### src/rtl/bus_cycle_ctrl.sv
// 68000 bus-cycle controller: region decode to even/odd chip selects, internal
// wait-state or external DTACK generation, and BERR on unmapped/timed-out cycles.
module bus_cycle_ctrl #(
  parameter int unsigned              ADDR_W   = 24,
  parameter int unsigned              NREG     = 4,
  parameter logic [NREG*ADDR_W-1:0]   REG_BASE = '0,
  parameter logic [NREG*ADDR_W-1:0]   REG_MASK = '0,
  parameter int unsigned              WAIT_W   = 4,
  parameter logic [NREG*WAIT_W-1:0]   REG_WAIT = '0,
  parameter logic [NREG-1:0]          REG_EXT  = '0,
  parameter int unsigned              TIMEOUT  = 64,
  parameter int unsigned              TO_W     = 7
) (
  input  logic              clk,
  input  logic              reset,
  input  logic [ADDR_W-1:0] addr,
  input  logic              as_n,
  input  logic              uds_n,
  input  logic              lds_n,
  input  logic              ext_dtack_n,
  output logic [NREG-1:0]   cs_evn_n,
  output logic [NREG-1:0]   cs_odd_n,
  output logic              dtack_n,
  output logic              berr_n,
  output logic              cycle_busy,
  output logic [2:0]        region
);

  localparam int unsigned RGN_W = 3;
  localparam logic [ADDR_W-1:0] CMP_MASK = ~ADDR_W'(1);
  localparam logic [TO_W-1:0]   TO_LAST  = TO_W'(TIMEOUT - 1);

  typedef enum logic [2:0] {
    S_IDLE, S_WAIT, S_EXTW, S_UNMAP, S_ACK, S_BERR
  } state_t;

  state_t            state_q, state_d;
  logic [WAIT_W-1:0] wcnt_q, wcnt_d;
  logic [TO_W-1:0]   tcnt_q, tcnt_d, tcnt_inc;
  logic [RGN_W-1:0]  region_d;
  logic              armed_q, armed_d;
  logic [NREG-1:0]   cs_evn_d, cs_odd_d;
  logic              dtack_d, berr_d, busy_d;

  logic [NREG-1:0]   match;
  logic              hit;
  logic [RGN_W-1:0]  hit_idx;
  logic [WAIT_W-1:0] hit_wait;
  logic              hit_ext;

  // Region decode; lowest matching index wins
  always_comb begin
    match    = '0;
    hit      = 1'b0;
    hit_idx  = '0;
    hit_wait = '0;
    hit_ext  = 1'b0;
    for (int r = 0; r < int'(NREG); r++) begin
      match[r] = (((addr ^ REG_BASE[r*ADDR_W +: ADDR_W]) & REG_MASK[r*ADDR_W +: ADDR_W]
                   & CMP_MASK) == '0);
      if (match[r] && !hit) begin
        hit      = 1'b1;
        hit_idx  = RGN_W'(r);
        hit_wait = REG_WAIT[r*WAIT_W +: WAIT_W];
        hit_ext  = REG_EXT[r];
      end
    end
  end

  // Next state and registered-output values
  always_comb begin
    state_d  = state_q;
    wcnt_d   = wcnt_q;
    tcnt_d   = tcnt_q;
    region_d = region;
    armed_d  = armed_q;
    cs_evn_d = '1;
    cs_odd_d = '1;
    dtack_d  = 1'b1;
    berr_d   = 1'b1;
    tcnt_inc = (tcnt_q == '1) ? tcnt_q : tcnt_q + TO_W'(1);

    case (state_q)
      S_IDLE: begin
        if (as_n) begin
          armed_d = 1'b1;
        end else if (armed_q) begin
          armed_d = 1'b0;
          tcnt_d  = '0;
          if (hit) begin
            region_d = hit_idx;
            wcnt_d   = hit_wait;
            if (hit_ext)              state_d = S_EXTW;
            else if (hit_wait == '0)  state_d = S_ACK;
            else                      state_d = S_WAIT;
          end else begin
            region_d = '0;
            state_d  = S_UNMAP;
          end
        end
      end
      S_WAIT: begin
        if (as_n) begin
          state_d = S_IDLE;
        end else begin
          wcnt_d = (wcnt_q == '0) ? wcnt_q : wcnt_q - WAIT_W'(1);
          if (wcnt_q <= WAIT_W'(1)) state_d = S_ACK;
        end
      end
      S_EXTW: begin
        if (as_n) begin
          state_d = S_IDLE;
        end else begin
          tcnt_d = tcnt_inc;
          if (!ext_dtack_n)              state_d = S_ACK;
          else if (tcnt_inc >= TO_LAST)  state_d = S_BERR;
        end
      end
      S_UNMAP: begin
        if (as_n) begin
          state_d = S_IDLE;
        end else begin
          tcnt_d = tcnt_inc;
          if (tcnt_inc >= TO_LAST) state_d = S_BERR;
        end
      end
      S_ACK: begin
        if (as_n) state_d = S_IDLE;
        else      dtack_d = 1'b0;
      end
      S_BERR: begin
        if (as_n) state_d = S_IDLE;
        else      berr_d  = 1'b0;
      end
      default: state_d = S_IDLE;
    endcase

    // Strobes follow uds_n/lds_n every clock while the latched region is selected
    if (!as_n && (state_q == S_WAIT || state_q == S_EXTW || state_q == S_ACK)) begin
      for (int r = 0; r < int'(NREG); r++) begin
        if (RGN_W'(r) == region) begin
          cs_evn_d[r] = uds_n;
          cs_odd_d[r] = lds_n;
        end
      end
    end

    busy_d = (state_d != S_IDLE);
  end

  always_ff @(posedge clk) begin
    if (reset) begin
      state_q    <= S_IDLE;
      wcnt_q     <= '0;
      tcnt_q     <= '0;
      armed_q    <= 1'b0;
      region     <= '0;
      cs_evn_n   <= '1;
      cs_odd_n   <= '1;
      dtack_n    <= 1'b1;
      berr_n     <= 1'b1;
      cycle_busy <= 1'b0;
    end else begin
      state_q    <= state_d;
      wcnt_q     <= wcnt_d;
      tcnt_q     <= tcnt_d;
      armed_q    <= armed_d;
      region     <= region_d;
      cs_evn_n   <= cs_evn_d;
      cs_odd_n   <= cs_odd_d;
      dtack_n    <= dtack_d;
      berr_n     <= berr_d;
      cycle_busy <= busy_d;
    end
  end

endmodule

### config.mk
export PLATFORM = sky130hd
export DESIGN_NAME = bus_cycle_ctrl
export DESIGN_NICKNAME = d
export VERILOG_FILES = /design/src/rtl/bus_cycle_ctrl.sv
export SDC_FILE = /design/constraint.sdc
export NUM_CORES = 1
export LEC_CHECK = 0
export CAP_MARGIN = 20
export CORE_ASPECT_RATIO = 0.5
export CORE_UTILIZATION = 40
export CTS_CLUSTER_DIAMETER = 30
export DETAILED_ROUTE_END_ITERATION = 10
export GPL_TIMING_DRIVEN = 0
export HOLD_SLACK_MARGIN = 0.1
export MAX_ROUTING_LAYER = met4
export PLACE_DENSITY = 0.72
export SLEW_MARGIN = 10
export SYNTH_ARGS = -nofsm -noshare
export SYNTH_HDL_FRONTEND = slang
export SYNTH_SLANG_ARGS = --single-unit
export TNS_END_PERCENT = 5
### constraint.sdc
create_clock -name clk -period 4.9 [get_ports clk]
set_clock_uncertainty 0.2 [all_clocks]
set_input_delay 0.735 -clock clk [delete_from_list [all_inputs] [get_ports clk]]
set_output_delay 0.735 -clock clk [all_outputs]
set_load 0.02 [all_outputs]
# --- Word-level counts from Yosys, hierarchy flattened ---
# Index checks and enable logic that the tools add are counted.
word_totals:
  register_bits: 20
  in_bits: 30
  out_inout_bits: 14
  elab_cells: 64
classes:
  n_addsub: 2
  order_cmp: 2
  n_eq_ne: 11
  muxes: 21
  bitwise: 3
  n_reduce_logical: 16
ops:
  columns: ["op", "count"]
  rows:
  - ["$mux 7", 4]
  - ["$mux 3", 9]
  - ["$mux 4", 4]
  - ["$pmux 3 s5", 1]
  - ["$pmux 7 s2", 1]
  - ["$ne 2x2->1 const B", 5]
  - ["$reduce_or 2->1", 5]
  - ["$pmux 4 s2", 1]
  - ["$add 7x1->7 const B", 1]
  - ["$eq 7x7->1 const B", 1]
  - ["$ge 7x6->1 const B", 1]
  - ["$eq 3x2->1 const B", 2]
  - ["$eq 3x3->1 const B", 2]
  - ["$reduce_and 5->1", 1]
  - ["$le 4x1->1 const B", 1]
  - ["$logic_not 4->1", 1]
  - ["$reduce_and 4->1", 1]
  - ["$reduce_bool 2->1", 2]
  - ["$sub 4x1->4 const B", 1]
  - ["$eq 3x1->1 const B", 1]
  - ["$logic_not 3->1", 1]
  - ["$not 1->1", 3]
  - ["$reduce_bool 3->1", 1]
  - ["$logic_or 1x1->1", 2]
  - ["other kinds (3)", 3]

# --- Depth between registers and ports, before layout ---
# Gate-level depths: netlist (run 1).
logic_depth:
  word_depth: 8
  mapped_depth: 6
  depth_no_buf: 6

# --- Least setup slack after synthesis (run 1) ---
# Ideal clock, no wire load.
synth_timing:
  path_kind: "input -> register"
  from: "input as_n"
  to: "register wcnt_q[0]"
  setup_ns: 0.066
  t_arrival_ns: 1.705
  required_time_ns: 4.634
  slack_ns: 2.930
  stages: 4
  path_buffers: 0
  path_cell_list: "nor4b_2 a21boi_2 mux2_1 nor2_1"
synth_via:
  elab_chain_cells: 2
  elab_cells_between_ends: 3
  classes_between: "eq/ne (2); reduce/logical (1)"
synth_rtl:
  columns: ["element", "line_no", "rtl"]
  rows:
  - ["from (decl)", "17", "input logic as_n,"]
  - ["$ne 2x2->1 (no source line)", null, null]
  - ["$reduce_and 5->1 (no source line) (*)", null, null]
  - ["to (signal assigned)", "165", "wcnt_q <= wcnt_d;"]
  - ["to (decl)", "38", "logic [WAIT_W-1:0] wcnt_q, wcnt_d;"]
# Mark *: on every way between the ends. The rest lies on a longest branch, timed or not.
# A chain may end at the register's enable or synchronous reset.

# --- Worst setup path after layout (run 1) ---
# Ends and elaborated chain as after synthesis.

==> flow_metrics.env, run 1 <==
export IMPL_worstPathBufferInverterCount=1
export IMPL_power_leakage_uw=0.000545
export IMPL_area_of_the_mapped_netlist_um2=1170
export IMPL_hold_bufs_inserted_after_cts=0
export IMPL_grt_first_pass_wirelength_mm=3.59
export IMPL_number_of_i_o_port_buffers=9
export IMPL_first_iter_violations=43
export IMPL_setup_viol_count_final=0
export IMPL_grt_antenna_before_repair=0
export IMPL_routed_via_count=981
export IMPL_clock_root_buffer="sky130_fd_sc_hd__clkbuf_8"
export IMPL_clk_latency_ps=260
export IMPL_postCtsSetupRepairBufs=0
export IMPL_timing_final_crit_share_pct=48.9
export IMPL_post_route_min_period_ps=2400
export IMPL_syn_to_final_growth_pct=18.5
export IMPL_p_int_uw=249
export IMPL_post_cts_resize_count=0
export IMPL_route_detailed_wl_per_inst_um=12.0
export IMPL_number_of_enable_flip_flop_cells_after_synthesis=0
export IMPL_largest_reg_flops=7
export IMPL_slew_headroom_pct=65.1
export IMPL_hp_start="tcnt_q[5]$_SDFFE_PP0P_"
export IMPL_status="finished clean"
export IMPL_switchingPower_uw=72.9
export IMPL_r2r_cells=5
export IMPL_cell_type_with_the_largest_total_area_after_synthesis="sky130_fd_sc_hd__dfxtp_1"
export IMPL_max_cap_violations=0
export IMPL_r2r_start="tcnt_q[0]$_SDFFE_PP0P_"
export IMPL_critPathLaunchType="primary input"
export IMPL_cp_data_arrival_time_ps=2390
export IMPL_async_flop_share_pct=0
export IMPL_share_seq_of_total_power_pct=51.1
export IMPL_synth_cells=132
export IMPL_io_pin_count=44
export IMPL_detailed_place_hpwl_mm=1.64
export IMPL_worst_hold_path_type="register to register"
export IMPL_final_layout_size_suffix_gt1_share_pct=19.1
export IMPL_worst_hold_endpoint="tcnt_q[5]$_SDFFE_PP0P_"
export IMPL_worst_endpoint_required_ps=4900
export IMPL_initial_utilization_pct=43.7
export IMPL_instances_no_fill=189
export IMPL_clock_sink_count=20
export IMPL_die_height_um=40.3
export IMPL_diodes=0
export IMPL_grt_max_degree=12
export IMPL_die_area_um2=3170
export IMPL_synthDistinctLibCells=48
export IMPL_worst_hold_path_num_cells=2
export IMPL_tns_ps=0
export IMPL_biggest_area_contributors_in_the_synthesized_netlist="sky130_fd_sc_hd__dfxtp_1 (34%), sky130_fd_sc_hd__buf_4 (5.8%), sky130_fd_sc_hd__o21ai_1 (4.7%), sky130_fd_sc_hd__buf_6 (3.8%), sky130_fd_sc_hd__ha_1 (3.2%)"
export IMPL_max_fclk_mhz=417
export IMPL_critPathMaxFanout=4
export IMPL_clock_power_share_pct=39.1
export IMPL_cts_tree="built"
export IMPL_setup_reg_to_reg_worst_slack_ps=2960
export IMPL_setup_repair_after_global_routing_missed_its_margin="no"
export IMPL_worst_r2r_endpoint="state_q[1]$_SDFF_PP0_"
export IMPL_via_to_cell_ratio=5.19
export IMPL_area_share_of_the_largest_cell_type_after_synthesis_pct=34.1
export IMPL_cp_slowest_cell="sky130_fd_sc_hd__nor4b_2"
export IMPL_setup_worst_path_end_class="register"
export IMPL_core_um2=2680
export IMPL_max_flop_register="tcnt_q"
export IMPL_ys_warn_count=0
export IMPL_dominantRegCellSynth="sky130_fd_sc_hd__dfxtp_1"
export IMPL_grt_remaining_overflow=0
export IMPL_pins_over_their_slew_limit=0
export IMPL_post_synth_cell_area_avg_um2=8.89
export IMPL_drt_antenna_violating_nets=0
export IMPL_path_clk_slew_ps=70
export IMPL_synth_seq_area_share_pct=34.1
export IMPL_h_tree_levels=1
export IMPL_globalplace_congestion=0.845
export IMPL_die_x_um=78.6
export IMPL_critPathKind="primary input to register"
export IMPL_synth_seq_cells=20
export IMPL_crit_family="simple AND/OR/NAND/NOR gates"
export IMPL_postRouteWirelength_mm=2.26
export IMPL_grtUsageTotal_pct=15.9
export IMPL_finalPower_uw=322
export IMPL_filler_cell_count=262
export IMPL_drc=0
export IMPL_power_switching_share_pct=22.7
export IMPL_biggestRegsByFlops="tcnt_q (7), wcnt_q (4), state_q (3)"
export IMPL_critPathMaxStageDelay_ps=500
export IMPL_fp_row_count=13
export IMPL_final_hold_violation_count=0
export IMPL_vias_in_the_first_global_route=796
export IMPL_drt_pre_antenna_iters=4
export IMPL_tightest_slew_ps=523
export IMPL_total_power_divided_by_cell_area_nw_per_um2=231
export IMPL_cells_along_the_critical_path="clkdlybuf4s50_1 -> nor4b_2 -> a21boi_2 -> mux2_1 -> nor2_1"
export IMPL_power_combinational_fraction_pct=9.7
export IMPL_placement_setup_worst_slack_ps=2260
export IMPL_numPlacedInstances=185
export IMPL_postLayoutSetupSlackWorst_ps=2500
export IMPL_numCtsBuffers=3
export IMPL_finish_net_count=186
export IMPL_max_vdd_ir_drop_v=0.000148
export IMPL_clockBufferDepth=2
-- layout make-up --
class                   instances  area, um^2  share of cell area, %
flip-flops and latches         20         400                   28.8
clock buffers                   4        55.1                   3.96
well taps                      37        46.3                   3.33
multi-input cells              99         658                   47.3
repair buffers                  9        90.1                   6.47
plain buffers                  17         130                   9.35
inverters                       3        11.3                  0.809
-- kinds of logic after synthesis --
family                     Yosys count  share of synthesized area, %
AOI/OAI and AO/OA                   37                          20.4
buffers and inverters               20                          12.0
DFF                                 20                          34.1
adders and majority gates            4                          4.16
muxes                                3                          2.77
other                                2                         0.640
and+or+nand+nor                     44                          24.4
xor gates and xnor gates             2                          1.49
-- power groups by stage --
stage | clock, uW | sequential (uW) | combinational (uW)
6_report | 126 | 164 | 31.3
4_1_cts | 131 | 164 | 31.0
3_5_place_dp | 0 | 168 | 30.7
3_3_place_gp | 0 | 168 | 30.7
2_1_floorplan | 0 | 169 | 22.6
5_1_grt | 138 | 165 | 33.4
-- synthesized netlist by cell type (2+ instances only) --
cell type / number
sky130_fd_sc_hd__nand2_1: 6
sky130_fd_sc_hd__nor3_1: 3
sky130_fd_sc_hd__or2_1: 3
sky130_fd_sc_hd__nand4_1: 2
sky130_fd_sc_hd__buf_4: 9
sky130_fd_sc_hd__a31oi_1: 2
sky130_fd_sc_hd__inv_1: 3
sky130_fd_sc_hd__clkbuf_1: 2
sky130_fd_sc_hd__dfxtp_1: 20
sky130_fd_sc_hd__ha_1: 3
sky130_fd_sc_hd__nor2b_1: 2
sky130_fd_sc_hd__o21ai_0: 2
sky130_fd_sc_hd__a21oi_1: 7
sky130_fd_sc_hd__nand3_1: 2
sky130_fd_sc_hd__nor3b_2: 2
sky130_fd_sc_hd__mux2_1: 2
sky130_fd_sc_hd__a211oi_1: 4
sky130_fd_sc_hd__o21ai_1: 11
sky130_fd_sc_hd__o31ai_1: 2
sky130_fd_sc_hd__conb_1: 2
sky130_fd_sc_hd__nor2_1: 10
sky130_fd_sc_hd__buf_2: 2
sky130_fd_sc_hd__nand2b_1: 2
sky130_fd_sc_hd__buf_6: 4
sky130_fd_sc_hd__nand4b_1: 2
-- worst max-delay path by stage --
stage | startpoint | to | slack [ps] | cells after the start
after detailed placement | as_n | wcnt_q[0]$_SDFFE_PP0P_ | 2260 | 5
after floorplan | as_n | wcnt_q[0]$_SDFFE_PP0P_ | 2930 | 4
after global routing | as_n | wcnt_q[0]$_SDFFE_PP0P_ | 2420 | 5
after CTS | as_n | wcnt_q[0]$_SDFFE_PP0P_ | 2530 | 5
final | as_n | wcnt_q[0]$_SDFFE_PP0P_ | 2500 | 5
after global placement | as_n | wcnt_q[0]$_SDFFE_PP0P_ | 2260 | 5
-- per-layer routing --
layer	vias to the layer above	track usage [%]	wire length [um]
li1	504	-	-
met2	23	25.7	997
met3	4	5.00	100
met4	0	6.02	40
met5	-	-	0
met1	450	19.1	1120
-- worst min-delay path: cells and delay by family (launching register included) --
kind           cells  cell delay [ps]
flip-flops         1              320
AO/OA/AOI/OAI      2              130
-- stage by stage --
step,hold WS [ps],util [%],area [um^2]
3_5_place_dp,291,49.8,1340
3_3_place_gp,285,49.8,1340
5_1_grt,329,51.8,1390
2_1_floorplan,267,-,1200
4_1_cts,303,51.8,1390
6_report,302,51.8,1390
-- layout by cell type (no fill, tap or decap), types with 2 or more instances in the layout --
cell,instances
sky130_fd_sc_hd__dfxtp_1,20
sky130_fd_sc_hd__o21ai_1,11
sky130_fd_sc_hd__nor2_1,10
sky130_fd_sc_hd__buf_4,9
sky130_fd_sc_hd__conb_1,9
sky130_fd_sc_hd__clkdlybuf4s50_1,9
sky130_fd_sc_hd__a21oi_1,7
sky130_fd_sc_hd__nand2_1,6
sky130_fd_sc_hd__buf_6,4
sky130_fd_sc_hd__a211oi_1,4
sky130_fd_sc_hd__clkbuf_8,4
sky130_fd_sc_hd__inv_1,3
sky130_fd_sc_hd__or2_1,3
sky130_fd_sc_hd__nor3_1,3
sky130_fd_sc_hd__ha_1,3
sky130_fd_sc_hd__clkbuf_1,2
sky130_fd_sc_hd__buf_2,2
sky130_fd_sc_hd__nor2b_1,2
sky130_fd_sc_hd__nor3b_2,2
sky130_fd_sc_hd__o21ai_0,2
sky130_fd_sc_hd__nand3_1,2
sky130_fd_sc_hd__a31oi_1,2
sky130_fd_sc_hd__nand4_1,2
sky130_fd_sc_hd__nand2b_1,2
sky130_fd_sc_hd__nand4b_1,2
sky130_fd_sc_hd__o31ai_1,2
sky130_fd_sc_hd__mux2_1,2
Power figures use the tool's default switching activity.
==> inputs of run 2 (changes only) <==
==> constraint.sdc (replaced) <==
create_clock -name clk -period 2.3 [get_ports clk]
set_clock_uncertainty 0.2 [all_clocks]
set_input_delay 0.345 -clock clk [delete_from_list [all_inputs] [get_ports clk]]
set_output_delay 0.345 -clock clk [all_outputs]
set_load 0.02 [all_outputs]
==> results of run 2 <==
The final DEF is identical to that of run 1. Status: finished clean.
Among the figures that moved: setup slack after placement 2260 ps -> 47.9 ps; setup slack after layout 2500 ps -> 294 ps; register-to-register setup slack 2960 ps -> 360 ps; total power 322 uW -> 685 uW; worst IR drop on VDD 0.000148 V -> 0.000315 V
==> inputs of run 3 (changes only) <==
--- a/config.mk
+++ b/config.mk
@@ -13,7 +13,7 @@
 export GPL_TIMING_DRIVEN = 0
 export HOLD_SLACK_MARGIN = 0.1
 export MAX_ROUTING_LAYER = met4
-export PLACE_DENSITY = 0.72
+export PLACE_DENSITY = 0.74
 export SLEW_MARGIN = 10
 export SYNTH_ARGS = -nofsm -noshare
 export SYNTH_HDL_FRONTEND = slang
==> run 3 against run 2 <==
Final area rose by 1.2%. Worst hold slack about the same. Routed wire length fell by 4.4%. Sequential power about the same. Largest power group is now clock. Global-route usage is 0.73 points lower. Cell count did not move. Non-clock buffer count unchanged. Total power increased by 12%. Largest cell class unchanged. Worst setup slack improved by 36 ps.
==> flow_metrics.env, run 3 (synthesis gave the netlist of run 1 again) <==
export IMPL_largest_reg_flops=7
export IMPL_clock_sink_count=20
export IMPL_status="finished clean"
export IMPL_via_to_cell_ratio=5.03
export IMPL_clock_root_buffer="sky130_fd_sc_hd__clkbuf_8"
export IMPL_crit_path_start="as_n"
export IMPL_design_area_um2=1410
export IMPL_cp_data_arrival_time_ps=1970
export IMPL_setup_viol_count_final=0
export IMPL_critPathLaunchType="primary input"
export IMPL_first_iter_violations=26
export IMPL_pins_over_their_slew_limit=0
export IMPL_die_height_um=40.3
export IMPL_max_flop_register="tcnt_q"
export IMPL_biggestRegsByFlops="tcnt_q (7), wcnt_q (4), state_q (3)"
export IMPL_routed_via_count=951
export IMPL_fp_row_count=13
export IMPL_io_pin_count=44
export IMPL_setup_repair_after_global_routing_missed_its_margin="no"
export IMPL_total_power_divided_by_cell_area_nw_per_um2=546
export IMPL_grtUsageTotal_pct=15.2
export IMPL_numCtsBuffers=3
export IMPL_drt_antenna_violating_nets=0
export IMPL_critPathMaxStageDelay_ps=480
export IMPL_grt_remaining_overflow=0
export IMPL_number_of_i_o_port_buffers=9
export IMPL_diodes=0
export IMPL_post_route_min_period_ps=1970
export IMPL_syn_to_final_growth_pct=19.9
export IMPL_setup_reg_to_reg_worst_slack_ps=400
export IMPL_final_layout_size_suffix_gt1_share_pct=19.1
export IMPL_postRouteWirelength_mm=2.16
export IMPL_setup_worst_path_end_class="register"
export IMPL_cp_slowest_cell="sky130_fd_sc_hd__clkdlybuf4s50_1"
export IMPL_h_tree_levels=1
export IMPL_critPathKind="primary input to register"
export IMPL_power_leakage_uw=0.000552
export IMPL_route_detailed_wl_per_inst_um=11.4
export IMPL_r2r_start="tcnt_q[0]$_SDFFE_PP0P_"
export IMPL_final_hold_violation_count=0
export IMPL_grt_first_pass_wirelength_mm=3.36
export IMPL_timing_final_crit_share_pct=85.6
export IMPL_worst_hold_path_type="register to register"
export IMPL_max_cap_violations=0
export IMPL_drc=0
export IMPL_grt_antenna_before_repair=0
export IMPL_grt_max_degree=13
export IMPL_initial_utilization_pct=43.7
export IMPL_post_cts_resize_count=0
export IMPL_postLayoutCoreUtil_pct=52.4
export IMPL_slew_headroom_pct=64.4
export IMPL_detailed_place_hpwl_mm=1.62
export IMPL_globalplace_congestion=0.841
export IMPL_critPathMaxFanout=4
export IMPL_leading_cell_types_in_the_layout_fill_and_taps_excluded="sky130_fd_sc_hd__dfxtp_1 (20), sky130_fd_sc_hd__o21ai_1 (11), sky130_fd_sc_hd__nor2_1 (10)"
export IMPL_detailed_place_area_um2=1340
export IMPL_die_area_um2=3170
export IMPL_cells_along_the_critical_path="clkdlybuf4s50_1 -> nor4b_2 -> a21boi_2 -> mux2_1 -> nor2_1"
export IMPL_die_x_um=78.6
export IMPL_hp_start="tcnt_q[1]$_SDFFE_PP0P_"
export IMPL_drt_pre_antenna_iters=4
export IMPL_finish_net_count=186
export IMPL_tightest_slew_ps=535
export IMPL_hold_slack_ps=302
export IMPL_postCtsSetupRepairBufs=0
export IMPL_finalPower_uw=769
export IMPL_vias_in_the_first_global_route=738
export IMPL_worst_endpoint_required_ps=2300
export IMPL_hold_bufs_inserted_after_cts=0
export IMPL_path_clk_slew_ps=70
export IMPL_tns_ps=0
export IMPL_most_common_library_cell_in_the_layout_ignoring_fill_and_taps="sky130_fd_sc_hd__dfxtp_1"
export IMPL_clockBufferDepth=2
export IMPL_max_vdd_ir_drop_v=0.000295
export IMPL_clk_latency_ps=260
export IMPL_cts_tree="built"
export IMPL_core_um2=2680
export IMPL_max_fclk_mhz=508
## run 3: final cells by class
type	instances	area (um^2)
plain buffers	17	130
clock buffers	3	41.3
clock inverters	1	30.0
fillers	254	1280
inverters	3	11.3
multi-input cells	99	658
flip-flops and latches	20	400
well taps	37	46.3
repair buffers	9	90.1
## run 3: stage by stage
step                setup WS, ps  instances
detailed placement          43.3        185
floorplan                    533        139
finish                       330        189
CTS                          316        189
global route                 231        189
global placement            55.0        185
## run 3: final timing paths
kind / endpoint / cells past startpoint
setup reg to reg: state_q[1]$_SDFF_PP0_ / 5
hold / removal: tcnt_q[1]$_SDFFE_PP0P_ / 2
setup / recovery: wcnt_q[0]$_SDFFE_PP0P_ / 5
hold reg to reg: tcnt_q[1]$_SDFFE_PP0P_ / 2
## run 3: critical path, delay by kind of cell
| kind | cells | cell delay (ps) |
|---|---|---|
| mux | 1 | 330 |
| buf+inv | 1 | 480 |
| simple gates | 2 | 540 |
| compound gates | 1 | 270 |
## run 3: routing by layer
layer	routed length (um)	part of all wire (%)	track usage, %	vias up
met4	23	1.1	8.33	0
li1	-	-	-	503
met2	932	43	25.0	25
met3	91	4.2	3.64	5
met1	1110	52	17.9	418
met5	0	0	-	-
## run 3: report_power, final
part	internal (uW)	switching, uW	total [uW]
sequential	349	1.31	350
clock	233	120	353
combinational	28.6	37.6	66.3
